===== src/rtl/wiener_stats_ctrl_mc_pkg.sv =====
// wiener_pkg: shared state encoding and helpers for the Wiener
// block-statistics control path.
package wiener_pkg;

    typedef enum logic [2:0] {
        IDLE,
        READ,
        WAIT,
        ISSUE,
        DRAIN,
        DONE
    } wiener_stats_state_t;

    function automatic int clamp_log2(
        input int v,
        input int max_log2
    );
        if (v < 1) begin
            return 1;
        end
        if (v > max_log2) begin
            return max_log2;
        end
        return v;
    endfunction

endpackage


===== src/rtl/wiener_stats_ctrl_mc_if.sv =====
// Stream, configuration and result-join signals between the pixel
// front end, the per-channel statistics units and the controller.
interface wiener_stats_ctrl_mc_if #(
    parameter int NUM_CHANNELS      = 3,
    parameter int MAX_BLOCK_SAMPLES = 64,
    parameter int BLK_CNT_WIDTH     = 32
);
    localparam int BSL_W = $clog2(MAX_BLOCK_SAMPLES) + 1;

    logic                     start_of_frame;
    logic                     in_valid;
    logic                     in_ready;
    logic [BSL_W-1:0]         block_size_log2;
    logic [BLK_CNT_WIDTH-1:0] blocks_per_frame;
    logic [NUM_CHANNELS-1:0]  mean_ready;
    logic [NUM_CHANNELS-1:0]  variance_ready;
    logic                     shift_en_in;
    logic                     shift_en_out;
    logic                     shift_en_mean;
    logic                     variance_start;
    logic                     buf_rst_n;
    logic                     frame_done;
    logic                     frame_abort;

    modport master (
        output start_of_frame,
        output in_valid,
        output block_size_log2,
        output blocks_per_frame,
        output mean_ready,
        output variance_ready,
        input  in_ready,
        input  shift_en_in,
        input  shift_en_out,
        input  shift_en_mean,
        input  variance_start,
        input  buf_rst_n,
        input  frame_done,
        input  frame_abort
    );

    modport slave (
        input  start_of_frame,
        input  in_valid,
        input  block_size_log2,
        input  blocks_per_frame,
        input  mean_ready,
        input  variance_ready,
        output in_ready,
        output shift_en_in,
        output shift_en_out,
        output shift_en_mean,
        output variance_start,
        output buf_rst_n,
        output frame_done,
        output frame_abort
    );

endinterface


===== src/rtl/wiener_stats_ctrl_mc_join.sv =====
// wiener_ready_join: sticky per-channel done flags; all_seen also
// counts pulses arriving in the current cycle.
module wiener_ready_join #(
    parameter int NUM_CHANNELS = 3
) (
    input  logic                    clk,
    input  logic                    rst_n,
    input  logic                    clr,
    input  logic [NUM_CHANNELS-1:0] pulse,
    output logic                    all_seen
);
    logic [NUM_CHANNELS-1:0] flags_q;

    always_ff @(posedge clk or negedge rst_n) begin
        if (!rst_n) begin
            flags_q <= '0;
        end else if (clr) begin
            flags_q <= '0;
        end else begin
            flags_q <= flags_q | pulse;
        end
    end

    assign all_seen = &(flags_q | pulse);

endmodule


===== src/rtl/wiener_stats_ctrl_mc.sv =====
// wiener_stats_ctrl_mc: per-block sequencer for the Wiener statistics
// stage, serving all colour channels from one FSM.
module wiener_stats_ctrl_mc
    import wiener_pkg::*;
#(
    parameter int NUM_CHANNELS      = 3,
    parameter int MAX_BLOCK_SAMPLES = 64,
    parameter int BLK_CNT_WIDTH     = 32
) (
    input logic                   clk,
    input logic                   rst_n,
    wiener_stats_ctrl_mc_if.slave bus
);
    localparam int LOG2_MAX = $clog2(MAX_BLOCK_SAMPLES);
    localparam int SMP_W    = LOG2_MAX + 1;
    localparam int BW       = BLK_CNT_WIDTH;

    wiener_stats_state_t state_q, state_d;

    logic [SMP_W-1:0] smp_q, smp_d, smp_nx;
    logic [SMP_W-1:0] n_q, n_d, cfg_n;
    logic [BW-1:0]    blk_q, blk_d, blk_nx;
    logic [BW-1:0]    b_q, b_d, cfg_b;
    logic             go_q, go_d;

    logic rdy, accept, sof;
    logic [NUM_CHANNELS-1:0] mean_p, var_p;
    logic mean_all, var_all;
    logic mean_clr, var_clr;
    logic sei, seo, sem, vst;
    logic brn, fdone, fabort;

    assign rdy    = (state_q == IDLE) || (state_q == READ);
    assign accept = bus.in_valid && rdy;
    assign sof    = bus.start_of_frame;
    assign smp_nx = smp_q + SMP_W'(1);
    assign blk_nx = blk_q + BW'(1);

    assign cfg_n = SMP_W'(1) << clamp_log2(
        int'(bus.block_size_log2), LOG2_MAX);
    assign cfg_b = (bus.blocks_per_frame == '0) ?
        BW'(1) : bus.blocks_per_frame;

    // Result pulses only count in the state that waits for them.
    assign mean_p = (state_q == WAIT)  ? bus.mean_ready     : '0;
    assign var_p  = (state_q == DRAIN) ? bus.variance_ready : '0;

    wiener_ready_join #(.NUM_CHANNELS(NUM_CHANNELS)) u_mean_join (
        .clk      (clk),
        .rst_n    (rst_n),
        .clr      (mean_clr),
        .pulse    (mean_p),
        .all_seen (mean_all)
    );

    wiener_ready_join #(.NUM_CHANNELS(NUM_CHANNELS)) u_var_join (
        .clk      (clk),
        .rst_n    (rst_n),
        .clr      (var_clr),
        .pulse    (var_p),
        .all_seen (var_all)
    );

    always_comb begin
        state_d  = state_q;
        smp_d    = smp_q;
        n_d      = n_q;
        blk_d    = blk_q;
        b_d      = b_q;
        go_d     = go_q;
        sei      = 1'b0;
        seo      = 1'b0;
        sem      = 1'b0;
        vst      = 1'b0;
        brn      = 1'b1;
        fdone    = 1'b0;
        fabort   = 1'b0;
        mean_clr = 1'b0;
        var_clr  = 1'b0;
        unique case (state_q)
            IDLE: begin
                brn = 1'b0;
                if (accept && sof) begin
                    sei     = 1'b1;
                    n_d     = cfg_n;
                    b_d     = cfg_b;
                    smp_d   = SMP_W'(1);
                    blk_d   = '0;
                    go_d    = 1'b0;
                    state_d = READ;
                end
            end
            READ: begin
                if (accept) begin
                    sei = 1'b1;
                    seo = (blk_q != '0);
                end
                if (accept && sof) begin
                    // Restart: the sample opens the new frame.
                    fabort   = 1'b1;
                    brn      = 1'b0;
                    n_d      = cfg_n;
                    b_d      = cfg_b;
                    smp_d    = SMP_W'(1);
                    blk_d    = '0;
                    go_d     = 1'b0;
                    mean_clr = 1'b1;
                    var_clr  = 1'b1;
                end else if (accept) begin
                    if (smp_nx == n_q) begin
                        smp_d   = '0;
                        state_d = WAIT;
                    end else begin
                        smp_d = smp_nx;
                    end
                end
            end
            WAIT: begin
                if (mean_all) begin
                    state_d = ISSUE;
                end
            end
            ISSUE: begin
                sem      = 1'b1;
                vst      = 1'b1;
                mean_clr = 1'b1;
                var_clr  = 1'b1;
                blk_d    = blk_nx;
                state_d  = (blk_nx == b_q) ? DRAIN : READ;
            end
            DRAIN: begin
                if (go_q) begin
                    seo = 1'b1;
                    if (smp_q == n_q - SMP_W'(1)) begin
                        smp_d   = '0;
                        go_d    = 1'b0;
                        state_d = DONE;
                    end else begin
                        smp_d = smp_nx;
                    end
                end else if (var_all) begin
                    go_d = 1'b1;
                end
            end
            DONE: begin
                fdone   = 1'b1;
                state_d = IDLE;
            end
            default: begin
                state_d = IDLE;
            end
        endcase
    end

    always_ff @(posedge clk or negedge rst_n) begin
        if (!rst_n) begin
            state_q <= IDLE;
            smp_q   <= '0;
            n_q     <= '0;
            blk_q   <= '0;
            b_q     <= '0;
            go_q    <= 1'b0;
        end else begin
            state_q <= state_d;
            smp_q   <= smp_d;
            n_q     <= n_d;
            blk_q   <= blk_d;
            b_q     <= b_d;
            go_q    <= go_d;
        end
    end

    assign bus.in_ready       = rdy;
    assign bus.shift_en_in    = sei;
    assign bus.shift_en_out   = seo;
    assign bus.shift_en_mean  = sem;
    assign bus.variance_start = vst;
    assign bus.buf_rst_n      = brn;
    assign bus.frame_done     = fdone;
    assign bus.frame_abort    = fabort;

endmodule


===== src/flat_wrapper.sv =====
// flat-port wrapper written by rule: the top's interface ports become plain ports
module wiener_stats_ctrl_mc_flat import wiener_pkg::*;
#(
    parameter int NUM_CHANNELS      = 3,
    parameter int MAX_BLOCK_SAMPLES = 64,
    parameter int BLK_CNT_WIDTH     = 32
)
  (clk, rst_n, bus_start_of_frame, bus_in_valid, bus_block_size_log2, bus_blocks_per_frame, bus_mean_ready, bus_variance_ready, bus_in_ready, bus_shift_en_in, bus_shift_en_out, bus_shift_en_mean, bus_variance_start, bus_buf_rst_n, bus_frame_done, bus_frame_abort);
  wiener_stats_ctrl_mc_if #(.NUM_CHANNELS(NUM_CHANNELS), .MAX_BLOCK_SAMPLES(MAX_BLOCK_SAMPLES), .BLK_CNT_WIDTH(BLK_CNT_WIDTH)) bus_i ();
  input logic clk;
  input logic rst_n;
  input wire logic [$bits(bus_i.start_of_frame)-1:0] bus_start_of_frame;
  input wire logic [$bits(bus_i.in_valid)-1:0] bus_in_valid;
  input wire logic [$bits(bus_i.block_size_log2)-1:0] bus_block_size_log2;
  input wire logic [$bits(bus_i.blocks_per_frame)-1:0] bus_blocks_per_frame;
  input wire logic [$bits(bus_i.mean_ready)-1:0] bus_mean_ready;
  input wire logic [$bits(bus_i.variance_ready)-1:0] bus_variance_ready;
  output wire logic [$bits(bus_i.in_ready)-1:0] bus_in_ready;
  output wire logic [$bits(bus_i.shift_en_in)-1:0] bus_shift_en_in;
  output wire logic [$bits(bus_i.shift_en_out)-1:0] bus_shift_en_out;
  output wire logic [$bits(bus_i.shift_en_mean)-1:0] bus_shift_en_mean;
  output wire logic [$bits(bus_i.variance_start)-1:0] bus_variance_start;
  output wire logic [$bits(bus_i.buf_rst_n)-1:0] bus_buf_rst_n;
  output wire logic [$bits(bus_i.frame_done)-1:0] bus_frame_done;
  output wire logic [$bits(bus_i.frame_abort)-1:0] bus_frame_abort;
  assign bus_i.start_of_frame = bus_start_of_frame;
  assign bus_i.in_valid = bus_in_valid;
  assign bus_i.block_size_log2 = bus_block_size_log2;
  assign bus_i.blocks_per_frame = bus_blocks_per_frame;
  assign bus_i.mean_ready = bus_mean_ready;
  assign bus_i.variance_ready = bus_variance_ready;
  assign bus_in_ready = bus_i.in_ready;
  assign bus_shift_en_in = bus_i.shift_en_in;
  assign bus_shift_en_out = bus_i.shift_en_out;
  assign bus_shift_en_mean = bus_i.shift_en_mean;
  assign bus_variance_start = bus_i.variance_start;
  assign bus_buf_rst_n = bus_i.buf_rst_n;
  assign bus_frame_done = bus_i.frame_done;
  assign bus_frame_abort = bus_i.frame_abort;
  wiener_stats_ctrl_mc #(.NUM_CHANNELS(NUM_CHANNELS), .MAX_BLOCK_SAMPLES(MAX_BLOCK_SAMPLES), .BLK_CNT_WIDTH(BLK_CNT_WIDTH)) u_core (.clk(clk), .rst_n(rst_n), .bus(bus_i));
endmodule

===== config.mk =====
export PLATFORM = sky130hd
export DESIGN_NAME = wiener_stats_ctrl_mc_flat
export DESIGN_NICKNAME = d
export VERILOG_FILES = /design/src/rtl/wiener_stats_ctrl_mc_pkg.sv /design/src/rtl/wiener_stats_ctrl_mc_if.sv /design/src/rtl/wiener_stats_ctrl_mc_join.sv /design/src/rtl/wiener_stats_ctrl_mc.sv /design/src/flat_wrapper.sv
export SDC_FILE = /design/constraint.sdc
export NUM_CORES = 1
export LEC_CHECK = 0
export CAP_MARGIN = 10
export CORE_MARGIN = 1
export CORE_UTILIZATION = 50
export DETAILED_ROUTE_END_ITERATION = 12
export PLACE_DENSITY_LB_ADDON = 0.08
export SLEW_MARGIN = 10
export SYNTH_ARGS = -nofsm -noshare
export SYNTH_HDL_FRONTEND = slang
export SYNTH_SLANG_ARGS = --single-unit

===== constraint.sdc =====
create_clock -name clk -period 2.85 [get_ports clk]
set_input_delay 0.57 -clock clk [delete_from_list [all_inputs] [get_ports clk]]
set_output_delay 0.57 -clock clk [all_outputs]
set_load 0.005 [all_outputs]

* After elaboration in Yosys (flattened, before gate mapping) *
Index checks and enable logic that the tools add are counted.
W data, S select, Z words.

storage, ports and cells
  register bits after elaboration = 88
  bits in latches = 0
  RAM bits = 0
  memory bits (read-only) = 0
  input bits = 49
  output and inout port bits = 8
  logic and storage cells = 97
  memories kept = 0

operators by class
  add/subtract/negate cells = 3
  multipliers = 0
  divide/modulo/power cells = 0
  order comparisons = 2
  eq/ne operators = 17
  shift-type cells = 1
  mux-type cells = 47
  bitwise operators = 2
  reduce and logical (&&, ||, !) cells = 17

operator list
  operator                 number
  $mux W32                 5
  $pmux W32 S2             1
  $mux W7                  6
  $mux W3                  12
  $add A32 B1 Y32 const B  1
  $eq A32 B32 Y1           1
  $logic_not A32 Y1        1
  $reduce_bool A32 Y1      1
  $shl A1 B32 Y7 const A   1
  $pmux W7 S3              1
  $mux W1                  16
  $pmux W3 S5              1
  $eq A7 B7 Y1             2
  $pmux W1 S2              5
  $ne A2 B1 Y1 const B     4
  $ne A2 B2 Y1 const B     4
  $add A7 B1 Y7 const B    1
  $gt A7 B3 Y1 const B     1
  $lt A7 B1 Y1 const B     1
  $reduce_and A7 Y1        1
  $sub A7 B1 Y7 const B    1
  $eq A3 B2 Y1 const B     2
  $eq A3 B3 Y1 const B     2
  $or A3 B3 Y3             2
  11 further kinds         16

* Longest topological paths before layout *
  depth in word-level cells = 7
  mapped depth = 10
  depth with buffers taken out = 10

* Modules after synthesis *
A second synthesis with hierarchy kept.

unflattened totals
  cell total of the unflattened synthesis = 690
  area total of the unflattened synthesis = 5559.1 um2

modules (own cells, without submodules)
  module                times used  cells each  area each (um2)  sequential area each (um2)
  wiener_stats_ctrl_mc  1           670         5343.9           2052.0
  wiener_ready_join     2           10          107.6            75.1

* Least setup slack after synthesis *
OpenSTA, ideal clock, no wires.

  path kind = reg-to-reg
  start = register u_core.blk_q[0]
  end = register u_core.state_q[0]
  library setup time = 124 ps
  arrival = 2561 ps
  required time = 2726 ps
  slack = 165 ps
  stages on the path, launching flop included = 10
  path buffers = 0
  clock period less this slack = 2685 ps
  path through = dfrtp_1 ha_1 nand4_1 nor3_1 xnor2_1 o21ai_1 or4_4 a2111oi_4 nand4_1 o31a_1

between the ends
  cells in the longest elaborated chain, start to end = 4

ends and longest elaborated chain
  item                    RTL line                     text
  start, declared         wiener_stats_ctrl_mc.sv:22   logic [BW-1:0] blk_q, blk_d, blk_nx;
  start signal, assigned  wiener_stats_ctrl_mc.sv:167  blk_q <= blk_d;
  $add A32 B1 Y32         wiener_stats_ctrl_mc.sv:37   assign blk_nx = blk_q + BW'(1);
  $eq A32 B32 Y1          wiener_stats_ctrl_mc.sv:129  state_d = (blk_nx == b_q) ? DRAIN : READ;
  $mux W3                 wiener_stats_ctrl_mc.sv:129
  $pmux W3 S5             wiener_stats_ctrl_mc.sv:80   unique case (state_q)
  end signal, assigned    wiener_stats_ctrl_mc.sv:164  state_q <= state_d;
  end, declared           wiener_stats_ctrl_mc.sv:18   wiener_stats_state_t state_q, state_d;

Every way passes these cells.
A chain may end at the register's enable or synchronous reset.

* Final worst setup path *
  start = register u_core.blk_q[1]
  end = register u_core.state_q[0]

Same word-level chain as after synthesis.

==> flow_metrics.env <==
export IMPL_overflow=0
export IMPL_initial_core_util=0.5129
export IMPL_clockBufferDepth=2
export IMPL_clock_sinks=88
export IMPL_tritoncts="yes"
export IMPL_numCtsBuffers=9
export IMPL_clkLatencyLatePin_ns=0.38
export IMPL_multiInputGateArea_um2=3223
export IMPL_area_growth_syn_to_layout_pct=23.38
export IMPL_synth_main_ff_cell="dfrtp_1"
export IMPL_antenna_found_initial=0
export IMPL_final_util=0.6328
export IMPL_synth_top_area_frac=0.3960
export IMPL_final_cells=895
export IMPL_post_route_min_period_ns=2.888
export IMPL_gp_congestion=0.8952
export IMPL_crit_arrival_ns=3.16
export IMPL_core_area_um2=10840
export IMPL_worstMarginPinSlew_ns=0.8238
export IMPL_synth_area_leaders="dfrtp_1 (40%), nand2_1 (9.0%), xnor2_1 (6.9%), o21ai_0 (5.4%), xor2_1 (3.0%)"
export IMPL_hp_class="input port to async pin"
export IMPL_max_cap_violations=0
export IMPL_yosysMostFrequentCell="nand2_1"
export IMPL_cts_root_buf="clkbuf_8"
export IMPL_ant_nets=0
export IMPL_synth_area_um2=5560
export IMPL_finalHoldViolations=0
export IMPL_portBuffers=56
export IMPL_num_rows=38
export IMPL_nFillCells=994
export IMPL_dp_slack_ns=-0.005949
export IMPL_grt_total_usage=0.2710
export IMPL_relSlewSlack=0.4457
export IMPL_async_flop_share=1.000
export IMPL_crit_path_max_fanout=5
export IMPL_synthTopCellsByCount="nand2_1 (134), dfrtp_1 (88), o21ai_0 (60), xnor2_1 (44), nor2_1 (43)"
export IMPL_skew_ns=0.009334
export IMPL_ys_ff_latch=88
export IMPL_vias=5217
export IMPL_required_ns=3.12
export IMPL_drive_gt1_frac=0.1338
export IMPL_syn_nets=730
export IMPL_htree_levels=3
export IMPL_synth_edf_count=0
export IMPL_status="finished with violations"
export IMPL_placed_cells=870
export IMPL_path_clk_slew_ns=0.09
export IMPL_grt_pass1_vias=4982
export IMPL_path_class="flip-flop to flip-flop"
export IMPL_timing_fmax_mhz=346.3
export IMPL_rrSetupSlack_ns=-0.04
export IMPL_vdd_ir_drop_max_mv=0.4097
export IMPL_synthDistinctLibCells=62
export IMPL_setup_ws_ns=-0.03809
export IMPL_startpoint_type="flip-flop"
export IMPL_ff_latch_area_um2=2207
export IMPL_rsz0062_at_grt="true"
export IMPL_drc_errors=0
export IMPL_drt_iter0_markers=275
export IMPL_slew_viol_final=0
export IMPL_io_pins=57
export IMPL_routedWlPerCell_um=16.62
export IMPL_wl_um=14880
export IMPL_finalPower_mw=4.320
export IMPL_setup_violations=1
export IMPL_yosysSeqAreaShare=0.3960
export IMPL_drt_pass1_iterations=5
export IMPL_dieWidth_um=107.5
export IMPL_avgSynthCellArea_um2=8.213
export IMPL_violations="negative setup slack"
export IMPL_fin_crit_sh=1.013
export IMPL_grt_pass1_wl_um=24250
export IMPL_hpwl_um=10710
export IMPL_yosysTopAreaCell="dfrtp_1"
export IMPL_grt_max_degree=46
export IMPL_die_area_um2=11550
export IMPL_viasPerCell=5.829
export IMPL_yosys_warnings=0
export IMPL_antenna_cells=0
export IMPL_p_per_area_nw_per_um2=629.6
export IMPL_power_leakage_nw=2.972
export IMPL_nNetsFinal=803
export IMPL_dieHeight_um=107.5
export IMPL_endpoint_kind="flip-flop"
export IMPL_syn_inst=677
==> state kept, by name, indices dropped and copies added, names as in the netlist <==
signal	flops
u_core.b_q	32
u_core.blk_q	32
u_core.n_q	7
u_core.smp_q	7
u_core.state_q	3
u_core.u_mean_join.flags_q	3
u_core.u_var_join.flags_q	3
u_core.go_q	1
==> power breakdown <==
| group | internal, mW | leakage (nW) | total [mW] | switching [mW] |
|---|---|---|---|---|
| combinational | 0.680 | 1.68 | 1.46 | 0.783 |
| clock | 0.692 | 0.136 | 1.17 | 0.475 |
| sequential | 1.45 | 1.16 | 1.69 | 0.237 |
==> kinds of logic (layout without fill, tap and decap cells) <==
logic type / Yosys count / after routing / share of synthesized area
mux: 1 / 1 / 0.001800
compound gates: 147 / 147 / 0.1649
buf+inv: 54 / 132 / 0.04343
simple gates: 320 / 320 / 0.2856
fa+ha+maj: 4 / 4 / 0.009001
flops: 88 / 88 / 0.3960
xor+xnor: 63 / 63 / 0.09924
==> metrics by stage <==
| stage | instance area [µm²] | hold slack, ns | setup TNS, ns |
|---|---|---|---|
| 5_1_grt | 6860 | 0.2024 | -0.2593 |
| 3_5_place_dp | 6415 | 0.4762 | -0.005949 |
| 4_1_cts | 6716 | 0.1811 | 0 |
| 3_3_place_gp | 6415 | 0.4706 | 0 |
| 6_report | 6860 | 0.1726 | -0.03809 |
| 2_1_floorplan | 5560 | 0.2744 | 0 |
==> metal layers <==
layer  vias to the layer above  wire length [µm]  GRT usage  share of wire
li1                       2551                 -          -              -
met3                        32               572    0.04177          0.038
met4                         0               448     0.1292          0.030
met2                       123              7027     0.4318           0.47
met5                         -                 0          0              0
met1                      2511              6831     0.3611           0.46
==> cells in the final DEF (no fill, tap or decap), types with 4 or more instances in the layout <==
cell,count
nand2_1,134
dfrtp_1,84
o21ai_0,60
clkdlybuf4s50_1,55
buf_4,49
xnor2_1,43
nor2_1,42
nand3_1,26
a21oi_1,24
nand4_1,20
xor2_1,19
nor4_1,16
o31ai_1,14
nor3_1,14
and3_1,13
inv_1,10
clkbuf_8,10
a31oi_1,8
nand2b_1,5
nor3_2,5
or3_1,5
nor4_2,4
a22o_1,4
or4_1,4
a21o_1,4
bufinv_16,4
dfrtp_2,4
==> area by class of cell <==
class                           instances  area share
Timing Repair Buffer                  106      0.1384
Clock inverter                          6     0.01897
Clock buffer                           10     0.02006
Inverter                               10    0.005471
Sequential cell                        88      0.3217
Multi-Input combinational cell        535      0.4698
Tap cell                              140     0.02553
==> worst paths after layout <==
kind                       cells past startpoint                           end                         start
min reg2reg                                    2  u_core.u_var_join.flags_q[1]  u_core.u_var_join.flags_q[1]
max reg2reg                                   12             u_core.state_q[0]               u_core.blk_q[1]
max in group asynchronous                      2                u_core.b_q[16]                         rst_n
max                                           12             u_core.state_q[0]               u_core.blk_q[1]
min                                            1               u_core.smp_q[6]                         rst_n
min in group clk                               2  u_core.u_var_join.flags_q[1]  u_core.u_var_join.flags_q[1]
==> worst max-delay path, cell delays in order, from the launching register on <==
cell and delay, ns:
dfrtp_1 0.39, ha_2 0.21, nand4_1 0.26, buf_4 0.25
nor4_4 0.25, buf_4 0.19, nand3_2 0.10, xnor2_2 0.18
nand4_1 0.15, nor4_2 0.21, buf_4 0.15, nand4_1 0.12
o31a_1 0.32
==> timing repair <==
item	in CTS	in global routing
hold buffers	0	0
pin swaps	1	15
buffers inserted	0	9
setup endpoints to repair	2	3
gates resized for setup	6	20
No activity file was read; power rests on OpenSTA's default activity.
